==> src/rtl/sha256_pkg.sv <==
// Shared constants, FSM state type and length-block helper for the SHA-256 block padder.
package sha256_pkg;

  localparam int SHA256_BLOCK_BYTES      = 64;
  localparam int SHA256_BLOCK_W          = 512;
  localparam int SHA256_LEN_W            = 64;
  localparam logic [7:0] SHA256_PAD_BYTE = 8'h80;
  localparam int SHA256_LEN_OFFSET_BYTES = 56;
  localparam int SHA256_OFF_W            = 7;

  typedef enum logic [1:0] {
    ST_FILL,
    ST_EMIT,
    ST_EMIT_LAST,
    ST_EXTRA
  } pad_state_e;

  // Trailing block that only carries the length, optionally led by the pad byte.
  function automatic logic [SHA256_BLOCK_W-1:0] sha256_len_block(
    input logic                    lead_pad,
    input logic [SHA256_LEN_W-1:0] msg_bits
  );
    logic [SHA256_BLOCK_W-1:0] blk;
    blk = '0;
    blk[SHA256_BLOCK_W-1 -: 8]    = lead_pad ? SHA256_PAD_BYTE : 8'h00;
    blk[SHA256_LEN_W-1:0]         = msg_bits;
    return blk;
  endfunction

endpackage

==> src/rtl/sha256_pad_mask.sv <==
// Per-byte masks for one input beat landing at a block offset: data keep, 0x80 position, zero tail.
module sha256_pad_mask
  import sha256_pkg::*;
#(
  parameter int IF_BYTES = 32,
  parameter int BYTES_W  = $clog2(IF_BYTES + 1)
) (
  input  logic [SHA256_OFF_W-1:0]       offset,
  input  logic [BYTES_W-1:0]            nbytes,
  output logic [SHA256_BLOCK_BYTES-1:0] keep,
  output logic [SHA256_BLOCK_BYTES-1:0] pad,
  output logic [SHA256_BLOCK_BYTES-1:0] tail
);

  logic [7:0] start;
  logic [7:0] fill;

  assign start = 8'(offset);
  assign fill  = 8'(offset) + 8'(nbytes);

  // Bit gi of each mask refers to block byte gi (byte 0 is the MSB byte).
  generate
    for (genvar gi = 0; gi < SHA256_BLOCK_BYTES; gi++) begin : g_byte
      localparam logic [7:0] IDX = 8'(gi);
      assign keep[gi] = (start <= IDX) && (IDX < fill);
      assign pad[gi]  = (IDX == fill);
      assign tail[gi] = (IDX > fill);
    end
  endgenerate

endmodule

==> src/rtl/sha256_block_padder.sv <==
// Packs message beats into 512-bit SHA-256 blocks and appends 0x80 padding plus the bit length.
// Optional SHA256_PADDER_LEN_OUT_EN adds msg_bits_o carrying the message bit length.
module sha256_block_padder
  import sha256_pkg::*;
#(
  parameter int IF_DATA_W = 256,
  parameter int IF_BYTES  = IF_DATA_W / 8
) (
  input  logic                          clk_i,
  input  logic                          rst_n_i,
  input  logic                          in_valid_i,
  output logic                          in_ready_o,
  input  logic [IF_DATA_W-1:0]          in_data_i,
  input  logic [$clog2(IF_BYTES+1)-1:0] in_bytes_i,
  input  logic                          in_last_i,
  output logic                          out_valid_o,
  input  logic                          out_ready_i,
  output logic [SHA256_BLOCK_W-1:0]     out_block_o,
  output logic                          out_last_o
`ifdef SHA256_PADDER_LEN_OUT_EN
  ,
  output logic [SHA256_LEN_W-1:0]       msg_bits_o
`endif
);

  localparam int BYTES_W  = $clog2(IF_BYTES + 1);
  localparam int BEATS    = SHA256_BLOCK_BYTES / IF_BYTES;
  localparam int CNT_W    = (BEATS > 1) ? $clog2(BEATS) : 1;
  localparam int IF_SHIFT = $clog2(IF_BYTES);

  pad_state_e                  state_reg;
  logic [CNT_W-1:0]            beat_cnt_reg;
  logic [SHA256_LEN_W-1:0]     bit_cnt_reg;
  logic [SHA256_BLOCK_W-1:0]   block_reg;
  logic                        out_valid_reg;
  logic                        out_last_reg;
  logic                        in_ready_reg;
  logic                        extra_pend_reg;
  logic                        extra_pad_reg;

  logic [SHA256_OFF_W-1:0]       offset;
  logic [SHA256_OFF_W-1:0]       fill;
  logic [SHA256_LEN_W-1:0]       bit_sum;
  logic [SHA256_BLOCK_BYTES-1:0] keep;
  logic [SHA256_BLOCK_BYTES-1:0] pad;
  logic [SHA256_BLOCK_BYTES-1:0] tail;
  logic [SHA256_BLOCK_W-1:0]     merged;
  logic [SHA256_BLOCK_W-1:0]     block_next;
  logic                          accept;
  logic                          len_fits;

  assign offset   = SHA256_OFF_W'({beat_cnt_reg, {IF_SHIFT{1'b0}}});
  assign fill     = offset + SHA256_OFF_W'(in_bytes_i);
  assign bit_sum  = bit_cnt_reg + (SHA256_LEN_W'(in_bytes_i) << 3);
  assign accept   = in_valid_i && in_ready_reg && (state_reg == ST_FILL);
  assign len_fits = fill < SHA256_OFF_W'(SHA256_LEN_OFFSET_BYTES);

  sha256_pad_mask #(
    .IF_BYTES (IF_BYTES),
    .BYTES_W  (BYTES_W)
  ) u_pad_mask (
    .offset (offset),
    .nbytes (in_bytes_i),
    .keep   (keep),
    .pad    (pad),
    .tail   (tail)
  );

  // Beat offsets are multiples of IF_BYTES, so block byte gi always maps to beat byte gi % IF_BYTES.
  generate
    for (genvar gi = 0; gi < SHA256_BLOCK_BYTES; gi++) begin : g_merge
      localparam int BI = gi % IF_BYTES;
      assign merged[SHA256_BLOCK_W-1-8*gi -: 8] =
        keep[gi]               ? in_data_i[IF_DATA_W-1-8*BI -: 8] :
        (in_last_i && pad[gi]) ? SHA256_PAD_BYTE :
        (in_last_i && tail[gi]) ? 8'h00 :
        block_reg[SHA256_BLOCK_W-1-8*gi -: 8];
    end
  endgenerate

  always_comb begin
    block_next = merged;
    if (in_last_i && len_fits) begin
      block_next[SHA256_LEN_W-1:0] = bit_sum;
    end
  end

  always_ff @(posedge clk_i) begin
    if (!rst_n_i) begin
      state_reg      <= ST_FILL;
      beat_cnt_reg   <= '0;
      bit_cnt_reg    <= '0;
      out_valid_reg  <= 1'b0;
      out_last_reg   <= 1'b0;
      in_ready_reg   <= 1'b0;
      extra_pend_reg <= 1'b0;
      extra_pad_reg  <= 1'b0;
    end else begin
      unique case (state_reg)
        ST_FILL: begin
          in_ready_reg <= 1'b1;
          if (accept) begin
            block_reg   <= block_next;
            bit_cnt_reg <= bit_sum;
            if (in_last_i) begin
              beat_cnt_reg  <= '0;
              in_ready_reg  <= 1'b0;
              out_valid_reg <= 1'b1;
              if (len_fits) begin
                state_reg    <= ST_EMIT_LAST;
                out_last_reg <= 1'b1;
              end else begin
                // Length no longer fits behind the data: it goes in a trailing block.
                state_reg      <= ST_EMIT;
                out_last_reg   <= 1'b0;
                extra_pend_reg <= 1'b1;
                extra_pad_reg  <= (fill == SHA256_OFF_W'(SHA256_BLOCK_BYTES));
              end
            end else if (beat_cnt_reg == CNT_W'(BEATS - 1)) begin
              beat_cnt_reg   <= '0;
              state_reg      <= ST_EMIT;
              in_ready_reg   <= 1'b0;
              out_valid_reg  <= 1'b1;
              out_last_reg   <= 1'b0;
              extra_pend_reg <= 1'b0;
            end else begin
              beat_cnt_reg <= beat_cnt_reg + CNT_W'(1);
            end
          end
        end
        ST_EMIT: begin
          if (out_ready_i) begin
            out_valid_reg <= 1'b0;
            if (extra_pend_reg) begin
              state_reg <= ST_EXTRA;
            end else begin
              state_reg    <= ST_FILL;
              in_ready_reg <= 1'b1;
            end
          end
        end
        ST_EXTRA: begin
          block_reg      <= sha256_len_block(extra_pad_reg, bit_cnt_reg);
          extra_pend_reg <= 1'b0;
          out_valid_reg  <= 1'b1;
          out_last_reg   <= 1'b1;
          state_reg      <= ST_EMIT_LAST;
        end
        ST_EMIT_LAST: begin
          if (out_ready_i) begin
            out_valid_reg <= 1'b0;
            out_last_reg  <= 1'b0;
            bit_cnt_reg   <= '0;
            in_ready_reg  <= 1'b1;
            state_reg     <= ST_FILL;
          end
        end
        default: begin
          state_reg <= ST_FILL;
        end
      endcase
    end
  end

  // Short beats are only legal as the final beat of a message.
  always_ff @(posedge clk_i) begin
    if (rst_n_i && accept) begin
      assert (in_last_i || (in_bytes_i == BYTES_W'(IF_BYTES)));
      assert (in_bytes_i <= BYTES_W'(IF_BYTES));
    end
  end

  assign in_ready_o  = in_ready_reg;
  assign out_valid_o = out_valid_reg;
  assign out_last_o  = out_last_reg;
  assign out_block_o = block_reg;

`ifdef SHA256_PADDER_LEN_OUT_EN
  assign msg_bits_o = bit_cnt_reg;
`endif

endmodule

==> config.mk <==
export PLATFORM = sky130hd
export DESIGN_NAME = sha256_block_padder
export DESIGN_NICKNAME = d
export VERILOG_FILES = /design/src/rtl/sha256_pkg.sv /design/src/rtl/sha256_pad_mask.sv /design/src/rtl/sha256_block_padder.sv
export SDC_FILE = /design/constraint.sdc
export NUM_CORES = 1
export LEC_CHECK = 0
export ABC_AREA = 1
export CAP_MARGIN = 0
export CELL_PAD_IN_SITES_DETAIL_PLACEMENT = 1
export CELL_PAD_IN_SITES_GLOBAL_PLACEMENT = 1
export CORE_AREA = 3 3 305 307
export CTS_CLUSTER_DIAMETER = 150
export DETAILED_ROUTE_END_ITERATION = 6
export DIE_AREA = 0 0 308 310
export MAX_ROUTING_LAYER = met4
export PLACE_DENSITY_LB_ADDON = 0.1
export SLEW_MARGIN = 30
export SYNTH_ARGS = -nofsm -noshare
export SYNTH_HDL_FRONTEND = slang
export SYNTH_SLANG_ARGS = --single-unit
==> constraint.sdc <==
create_clock -name clk_i -period 3.55 [get_ports clk_i]
set_input_delay 0.355 -clock clk_i [delete_from_list [all_inputs] [get_ports clk_i]]
set_output_delay 0.355 -clock clk_i [all_outputs]
set_load 0.02 [all_outputs]
==> results.yml, run 1 <==
yosys:
  avgSynthCellArea_sq_um: 9.62
  synth_seq_area_share: 0.614
  synth_nets: 3120
  synth_area_sq_um: 27300
  async_flop_share: 0
  ys_ff_latch: 581
  synth_flop_cell: "edfxtp_1"
  synth_cell_type_count: 56
  synth_edf_count: 512
  syn_inst: 2838
  yosysWarnings: 0
timing:
  skew_ns: 0.0251
  slew-limit-headroom: 0.343
  post-route-period-util: 0.844
  fin_crit_ns: 3.00
  setup_viol: 0
  tns_ns: 0
  maxSlewViolCount: 0
  worst_pin_slew_ns: 0.986
  rsz0062_at_grt: "false"
  setup_ws_ns: 0.554
  timing.fmax_ghz: 0.334
  hold_violations: 0
setup_path:
  rrSetupSlack_ns: 0.55
  r2r-start: "beat_cnt_reg$_SDFFE_PN0P_"
  endpoint: "out_block_o[109]$_SDFFCE_PP0P_"
  crit_path_start_kind: "flip-flop"
  r2r-end: "out_block_o[109]$_SDFFCE_PP0P_"
  setup.worst_path.start: "beat_cnt_reg$_SDFFE_PN0P_"
  end_kind: "flip-flop"
  required_ns: 3.88
  path_class: "reg -> reg"
  r2r_cells: 11
  arrival_ns: 3.33
  path_max_fanout: 10
detailed_routing:
  ant_nets: 0
  top_layer_used: "met4"
  routed-wl-met3_um: 6270
  wl_um: 136000
  drc: 0
  num_vias: 25000
  wl_met1_um: 52900
  drtIter0Drc: 1580
  routedWlPerCell_um: 27.4
  firstDrtPassIters: 5
  dr_wl_met2_um: 72700
  avgViaCountPerCell: 5.04
cts:
  cts_resized: 0
  post_cts_buffers: 0
  clock-sinks: 581
  clk_pin_slew_ns: 0.06
  clockRootBuffer: "clkbuf_16"
  clock_latency_ns: 0.64
  cts_buffers: 70
  hold_buffers: 0
  htree_levels: 3
  cts_tree: "done"
  cts_buffer_depth: 3
cells_and_area:
  largest_register_ffs: 512
  mostFrequentLayoutCell: "clkdlybuf4s50_1"
  num-nets-final: 4014
  drive_gt1_frac: 0.104
  syn_to_final_growth_pct: 45.1
  final_cell_mix: "clkdlybuf4s50_1 (781), nand2_1 (560), edfxtp_1 (512)"
floorplanning:
  die_h_um: 310
  core_sq_um: 90300
  die_area_sq_um: 95500
  io-pin-count: 782
  die_width_um: 308
  rows: 110
  initial_core_util: 0.302
grt:
  grt_usage: 0.284
  antenna_found_initial: 7
  grt-ovfl-total: 0
  grt_pass1_vias: 26200
  grt_max_degree: 165
  grt_pass1_wl_um: 190000
power_and_ir_drop:
  ir_worst_vdd_mv: 0.485
  p_leak_nw: 15.2
  p_per_area_nw_per_um2: 745
place:
  io_buffers: 781
  gp_congestion: 0.966
  dp_slack_ns: 0.0464
  hpwlAfterDp_um: 110000
flow_run:
  maxCapViolations: 0
worst_hold_path:
  hold_depth: 3
  min-delay-start: "in_data_i[90]"
  hp-class: "in -> reg"
run_status:
  status: "complete, no violations"
cell families (layout without fill, tap and decap cells):
logic type | count (synthesis) | count (layout) | synth area share
simple gates | 1325 | 1325 | 0.216
flops | 581 | 581 | 0.614
compound gates | 362 | 362 | 0.0785
other cells | 0 | 7 | 0
fa+ha+maj | 15 | 15 | 0.00715
buf+inv | 528 | 1469 | 0.0756
xor+xnor | 27 | 27 | 0.00866
synthesized netlist by cell type (all sizes together), types with 24 or more instances:
cell | number | share of area
dfxtp | 69 | 0.051
nor3 | 344 | 0.067
nand4 | 24 | 0.0055
nand2 | 574 | 0.081
o21ai | 91 | 0.021
buf | 34 | 0.0075
nand3 | 97 | 0.018
a21oi | 186 | 0.035
inv | 414 | 0.057
edfxtp | 512 | 0.56
nor2 | 278 | 0.042
clkbuf | 80 | 0.011
where the power goes:
part           internal (mW)  leakage, nW  switching (mW)
logic                   4.11         8.74            7.74
registers               9.92         5.35           0.672
clock network           3.98         1.06            3.08
metal layers:
metal  up-vias  global-route usage
li1      11400                   -
met1     12600               0.322
met2       748               0.520
met3       193              0.0368
met4         0              0.0875
met5         -                   -
cell type report:
type / count / area [sq um]
antenna: 7 / 17.5
clock buffer: 85 / 1820
clock inverter: 34 / 384
fill: 10200 / 50700
inverter: 414 / 1560
multi-input combinational: 1729 / 8530
sequential: 581 / 16800
tap: 1176 / 1470
timing repair buffer: 936 / 9070
how the worst min path moves through the flow:
stage | endpoint | slack (ns)
6_report | out_block_o[90]$_SDFFCE_PP0P_ | 0.40
3_3_place_gp | bit_cnt_reg[63]$_SDFFE_PN0P_ | 0.46
2_1_floorplan | bit_cnt_reg[63]$_SDFFE_PN0P_ | 0.45
5_1_grt | out_block_o[257]$_SDFFCE_PP0P_ | 0.40
3_5_place_dp | out_last_o$_SDFFE_PN0P_ | 0.46
4_1_cts | out_block_o[505]$_SDFFCE_PP0P_ | 0.37
worst max-delay path, cell delays in order, from the launching register on:
cell and delay [ns]:
dfxtp_1 0.53, inv_1 0.12, ha_1 0.33, buf_4 0.13, nand2_2 0.12, nand2_4 0.18
inv_1 0.09, buf_4 0.19, a21oi_1 0.47, inv_2 0.17, a31oi_1 0.17, buf_4 0.19
metrics by stage:
step / utilization / cells / power, mW / hold WS [ns] / area (sq um)
finish: 0.439 / 4962 / 29.5 / 0.405 / 39600
global placement: 0.414 / 4836 / 22.4 / 0.461 / 37400
floorplan: - / 2838 / 16.0 / 0.454 / 27300
global route: 0.439 / 4961 / 30.7 / 0.398 / 39600
CTS: 0.438 / 4955 / 29.8 / 0.367 / 39600
detailed placement: 0.414 / 4836 / 22.6 / 0.462 / 37400
(Power assumes the default switching activity.)
==> run 2, diff against run 1 <==
- clock period: 3.55 -> 2.9 ns (I/O delays scaled with it)
==> results.yml, run 2 (synthesis gave the netlist of run 1 again) <==
setup_path:
  max_stage_delay_ns: 0.55
  r2r_cells: 12
  crit_chain: "inv_1 -> ha_1 -> buf_4 -> nand2_2 -> nor2_2 -> inv_2 -> nor2_2 -> a21oi_1 -> buf_4 -> inv_2 -> a31oi_1 -> buf_4"
  cp_num_buf_inv: 6
  required_ns: 3.21
  path_class: "reg -> reg"
  slowest_stage: "dfxtp_1"
  critPathTopFamily: "buffers and inverters"
  worst-path-stages: 12
  crit_path_start_kind: "flip-flop"
  end_kind: "flip-flop"
  path_max_fanout: 8
  crit_top_cell: "buf_4"
  arrival_ns: 3.04
cells_and_area:
  stdcell_count: 5145
  num-nets-final: 4184
  syn_to_final_growth_pct: 50.9
  mostFrequentLayoutCell: "clkdlybuf4s50_1"
  final_util: 0.456
  final_cell_mix: "clkdlybuf4s50_1 (781), nand2_1 (560), edfxtp_1 (512)"
  design_area_sq_um: 41200
  drive_gt1_frac: 0.140
  largest_register_ffs: 512
run_status:
  status: "complete, no violations"
detailed_routing:
  drtIter0Drc: 1636
  wl_um: 135000
  drc: 0
  routedWlPerCell_um: 26.2
  num_vias: 25300
  firstDrtPassIters: 7
  avgViaCountPerCell: 4.92
  ant_nets: 0
grt:
  grt_usage: 0.281
  grt_pass1_wl_um: 189000
  grt_max_degree: 159
  grt_pass1_vias: 26700
  grt-ovfl-total: 0
  antenna_found_initial: 12
floorplanning:
  initial_core_util: 0.302
  core_sq_um: 90300
  die_area_sq_um: 95500
  die_width_um: 308
  io-pin-count: 782
  rows: 110
  die_h_um: 310
timing:
  timing.fmax_ghz: 0.367
  worst_pin_slew_ns: 0.989
  skew_ns: 0.0214
  tns_ns: 0
  setup_viol: 0
  setup_ws_ns: 0.177
  rsz0062_at_grt: "false"
  whs_ns: 0.344
  hold_violations: 0
  fin_crit_ns: 2.72
  maxSlewViolCount: 0
  post-route-period-util: 0.939
  slew-limit-headroom: 0.341
cts:
  clockRootBuffer: "clkbuf_16"
  post_cts_buffers: 0
  clk_pin_slew_ns: 0.06
  htree_levels: 3
  clock_latency_ns: 0.63
  hold_buffers: 0
  cts_buffers: 71
  cts_tree: "done"
  cts_buffer_depth: 3
  clock-sinks: 581
  cts_resized: 0
power_and_ir_drop:
  p_per_area_nw_per_um2: 902
  p_leak_nw: 16.1
  power_mw: 37.1
  ir_worst_vdd_mv: 0.444
place:
  placed_area_sq_um: 38900
  dp_slack_ns: -0.161
  gp_congestion: 0.952
  io_buffers: 781
  hpwlAfterDp_um: 109000
  dp_cells: 5005
flow_run:
  maxCapViolations: 0
worst_hold_path:
  hold_depth: 3
  hp-class: "in -> reg"
-- run 2: routing by layer --
metal,GRT usage,up-vias,wire [um]
li1,-,11800,-
met5,-,-,0
met4,0.0851,0,4200
met1,0.316,12600,52600
met2,0.515,729,71500
met3,0.0429,174,6500
-- run 2: layout make-up --
type / instances / area (sq um)
Timing Repair Buffer: 1105 / 10600
Inverter: 414 / 1560
Clock inverter: 27 / 231
Multi-Input combinational cell: 1729 / 8510
Antenna cell: 13 / 32.5
Fill cell: 10100 / 49100
Sequential cell: 581 / 16800
Tap cell: 1176 / 1470
Clock buffer: 100 / 1990
-- run 2: worst reg2reg max path, cell delays in order, from the launching register on --
cell and delay (ns):
dfxtp_1 0.55, inv_1 0.11, ha_1 0.32, buf_4 0.16, nand2_2 0.16, nor2_2 0.07, inv_2 0.15, nor2_2 0.06
a21oi_1 0.30, buf_4 0.19, inv_2 0.03, a31oi_1 0.12, buf_4 0.21
-- run 2: path summary, 6_finish.rpt --
kind	start	to	slack (ns)
worst max register to register	beat_cnt_reg$_SDFFE_PN0P_	out_block_o[108]$_SDFFCE_PP0P_	0.18
worst max-delay path	beat_cnt_reg$_SDFFE_PN0P_	out_block_o[108]$_SDFFCE_PP0P_	0.18
worst min register to register	out_last_o$_SDFFE_PN0P_	out_last_o$_SDFFE_PN0P_	0.49
worst min-delay path	in_data_i[59]	out_block_o[315]$_SDFFCE_PP0P_	0.34
-- run 2: where the power goes --
| group | switching (mW) | internal, mW | total (mW) |
|---|---|---|---|
| sequential | 0.777 | 12.1 | 12.9 |
| clock | 3.70 | 4.99 | 8.68 |
| combinational | 9.62 | 5.92 | 15.5 |
==> run 3, diff against run 2 <==
- CTS_BUF_LIST: default -> sky130_fd_sc_hd__clkbuf_16
==> results.yml, run 3 (synthesis gave the netlist of run 1 again) <==
cts:
  clock-sinks: 581
  hold_buffers: 0
  cts_buffer_depth: 3
  htree_levels: 3
  clk_pin_slew_ns: 0.06
  cts_resized: 0
  clockRootBuffer: "clkbuf_16"
  cts_tree: "done"
  clock_latency_ns: 0.63
  cts_buffers: 71
  post_cts_buffers: 0
setup_path:
  cp_num_buf_inv: 6
  crit_path_start_kind: "flip-flop"
  setup.worst_path.start: "beat_cnt_reg$_SDFFE_PN0P_"
  critPathTopFamily: "buffers and inverters"
  crit_top_cell: "buf_4"
  r2r-end: "out_block_o[108]$_SDFFCE_PP0P_"
  r2r_cells: 12
  path_max_fanout: 8
  slowest_stage: "dfxtp_1"
  rrSetupSlack_ns: 0.18
  end_kind: "flip-flop"
  arrival_ns: 3.03
  r2r-start: "beat_cnt_reg$_SDFFE_PN0P_"
  required_ns: 3.21
  path_class: "reg -> reg"
  max_stage_delay_ns: 0.55
  crit_chain: "inv_1 -> ha_1 -> buf_4 -> nand2_2 -> nor2_2 -> inv_2 -> nor2_2 -> a21oi_1 -> buf_4 -> inv_2 -> a31oi_1 -> buf_4"
detailed_routing:
  firstDrtPassIters: 7
  ant_nets: 0
  drc: 0
  wl_um: 135000
  drtIter0Drc: 1615
  routedWlPerCell_um: 26.2
  avgViaCountPerCell: 4.92
  num_vias: 25300
timing:
  hold_violations: 0
  timing.fmax_ghz: 0.367
  slew-limit-headroom: 0.371
  post-route-period-util: 0.939
  worst_pin_slew_ns: 0.944
  skew_ns: 0.0204
  fin_crit_ns: 2.72
  setup_viol: 0
  maxSlewViolCount: 0
  rsz0062_at_grt: "false"
  whs_ns: 0.342
cells_and_area:
  final_cell_mix: "clkdlybuf4s50_1 (781), nand2_1 (560), edfxtp_1 (512)"
  design_area_sq_um: 41100
  fill_cells: 10100
  multi_input_area_sq_um: 8510
  drive_gt1_frac: 0.139
  regArea_sq_um: 16800
  mostFrequentLayoutCell: "clkdlybuf4s50_1"
  largest_register_ffs: 512
  syn_to_final_growth_pct: 50.7
  num-nets-final: 4184
grt:
  grt_pass1_vias: 26700
  grt_max_degree: 159
  grt_usage: 0.281
  grt_pass1_wl_um: 189000
  grt-ovfl-total: 0
  antenna_found_initial: 12
power_and_ir_drop:
  p_leak_nw: 16.2
  power_mw: 36.9
  ir_worst_vdd_mv: 0.448
  p_per_area_nw_per_um2: 897
place:
  hpwlAfterDp_um: 109000
  placed_area_sq_um: 38900
  io_buffers: 781
  gp_congestion: 0.952
floorplanning:
  die_area_sq_um: 95500
  die_width_um: 308
  die_h_um: 310
  rows: 110
  io-pin-count: 782
  core_sq_um: 90300
  initial_core_util: 0.302
worst_hold_path:
  min-delay-start: "in_data_i[29]"
  hp-class: "in -> reg"
  hold_depth: 3
  hold_path_end: "out_block_o[285]$_SDFFCE_PP0P_"
run_status:
  status: "complete, no violations"
flow_run:
  maxCapViolations: 0
run 3: changes by cell type in the layout (fill, tap and decap cells not counted), sizes merged:
cell,delta
clkinv,+6
clkbuf,-27
diode,+1
inv,+21
run 3: per-layer routing:
metal  GRT usage  up-vias  share of wire
met1       0.316    12700           0.39
li1            -    11800              -
met5           -        -              0
met3      0.0427      181          0.049
met4      0.0861        0          0.032
met2       0.514      724           0.53
run 3: cell type report:
| type | count | share of cell area |
|---|---|---|
| timing repair buffer | 1105 | 0.259 |
| clock buffer | 73 | 0.0444 |
| multi-input combinational | 1729 | 0.207 |
| clock inverter | 54 | 0.00809 |
| antenna | 14 | 0.000852 |
| sequential | 581 | 0.407 |
| tap | 1176 | 0.0358 |
| inverter | 414 | 0.0380 |
run 3: worst reg2reg max path, cell delays in order (launching register included):
cell and delay, ns:
dfxtp_1 0.55, inv_1 0.11, ha_1 0.32, buf_4 0.16
nand2_2 0.16, nor2_2 0.07, inv_2 0.15, nor2_2 0.06
a21oi_1 0.30, buf_4 0.19, inv_2 0.03, a31oi_1 0.12
buf_4 0.21
run 3: metrics by stage:
stage / util / instances / setup slack (ns) / setup TNS [ns]
6_report: 0.456 / 5146 / 0.177 / 0
3_5_place_dp: 0.431 / 5005 / -0.161 / -9.42
3_3_place_gp: 0.431 / 5005 / -0.146 / -4.93
4_1_cts: 0.455 / 5132 / 0.216 / 0
2_1_floorplan: - / 2838 / 0.0118 / 0
5_1_grt: 0.456 / 5143 / 0.0802 / 0
run 3: worst max-delay path by stage:
stage / end / slack (ns) / depth (start not counted)
2_1_floorplan: out_block_o[368]$_SDFFCE_PP0P_ / 0.01 / 11
3_3_place_gp: out_block_o[107]$_SDFFCE_PP0P_ / -0.15 / 14
3_5_place_dp: out_block_o[110]$_SDFFCE_PP0P_ / -0.16 / 14
5_1_grt: out_block_o[108]$_SDFFCE_PP0P_ / 0.08 / 12
4_1_cts: out_block_o[109]$_SDFFCE_PP0P_ / 0.22 / 12
6_report: out_block_o[108]$_SDFFCE_PP0P_ / 0.18 / 12
run 3: where the power goes:
group | internal, mW | total, mW | switching [mW]
clock | 4.75 | 8.45 | 3.70
sequential | 12.1 | 12.9 | 0.774
combinational | 5.92 | 15.5 | 9.62
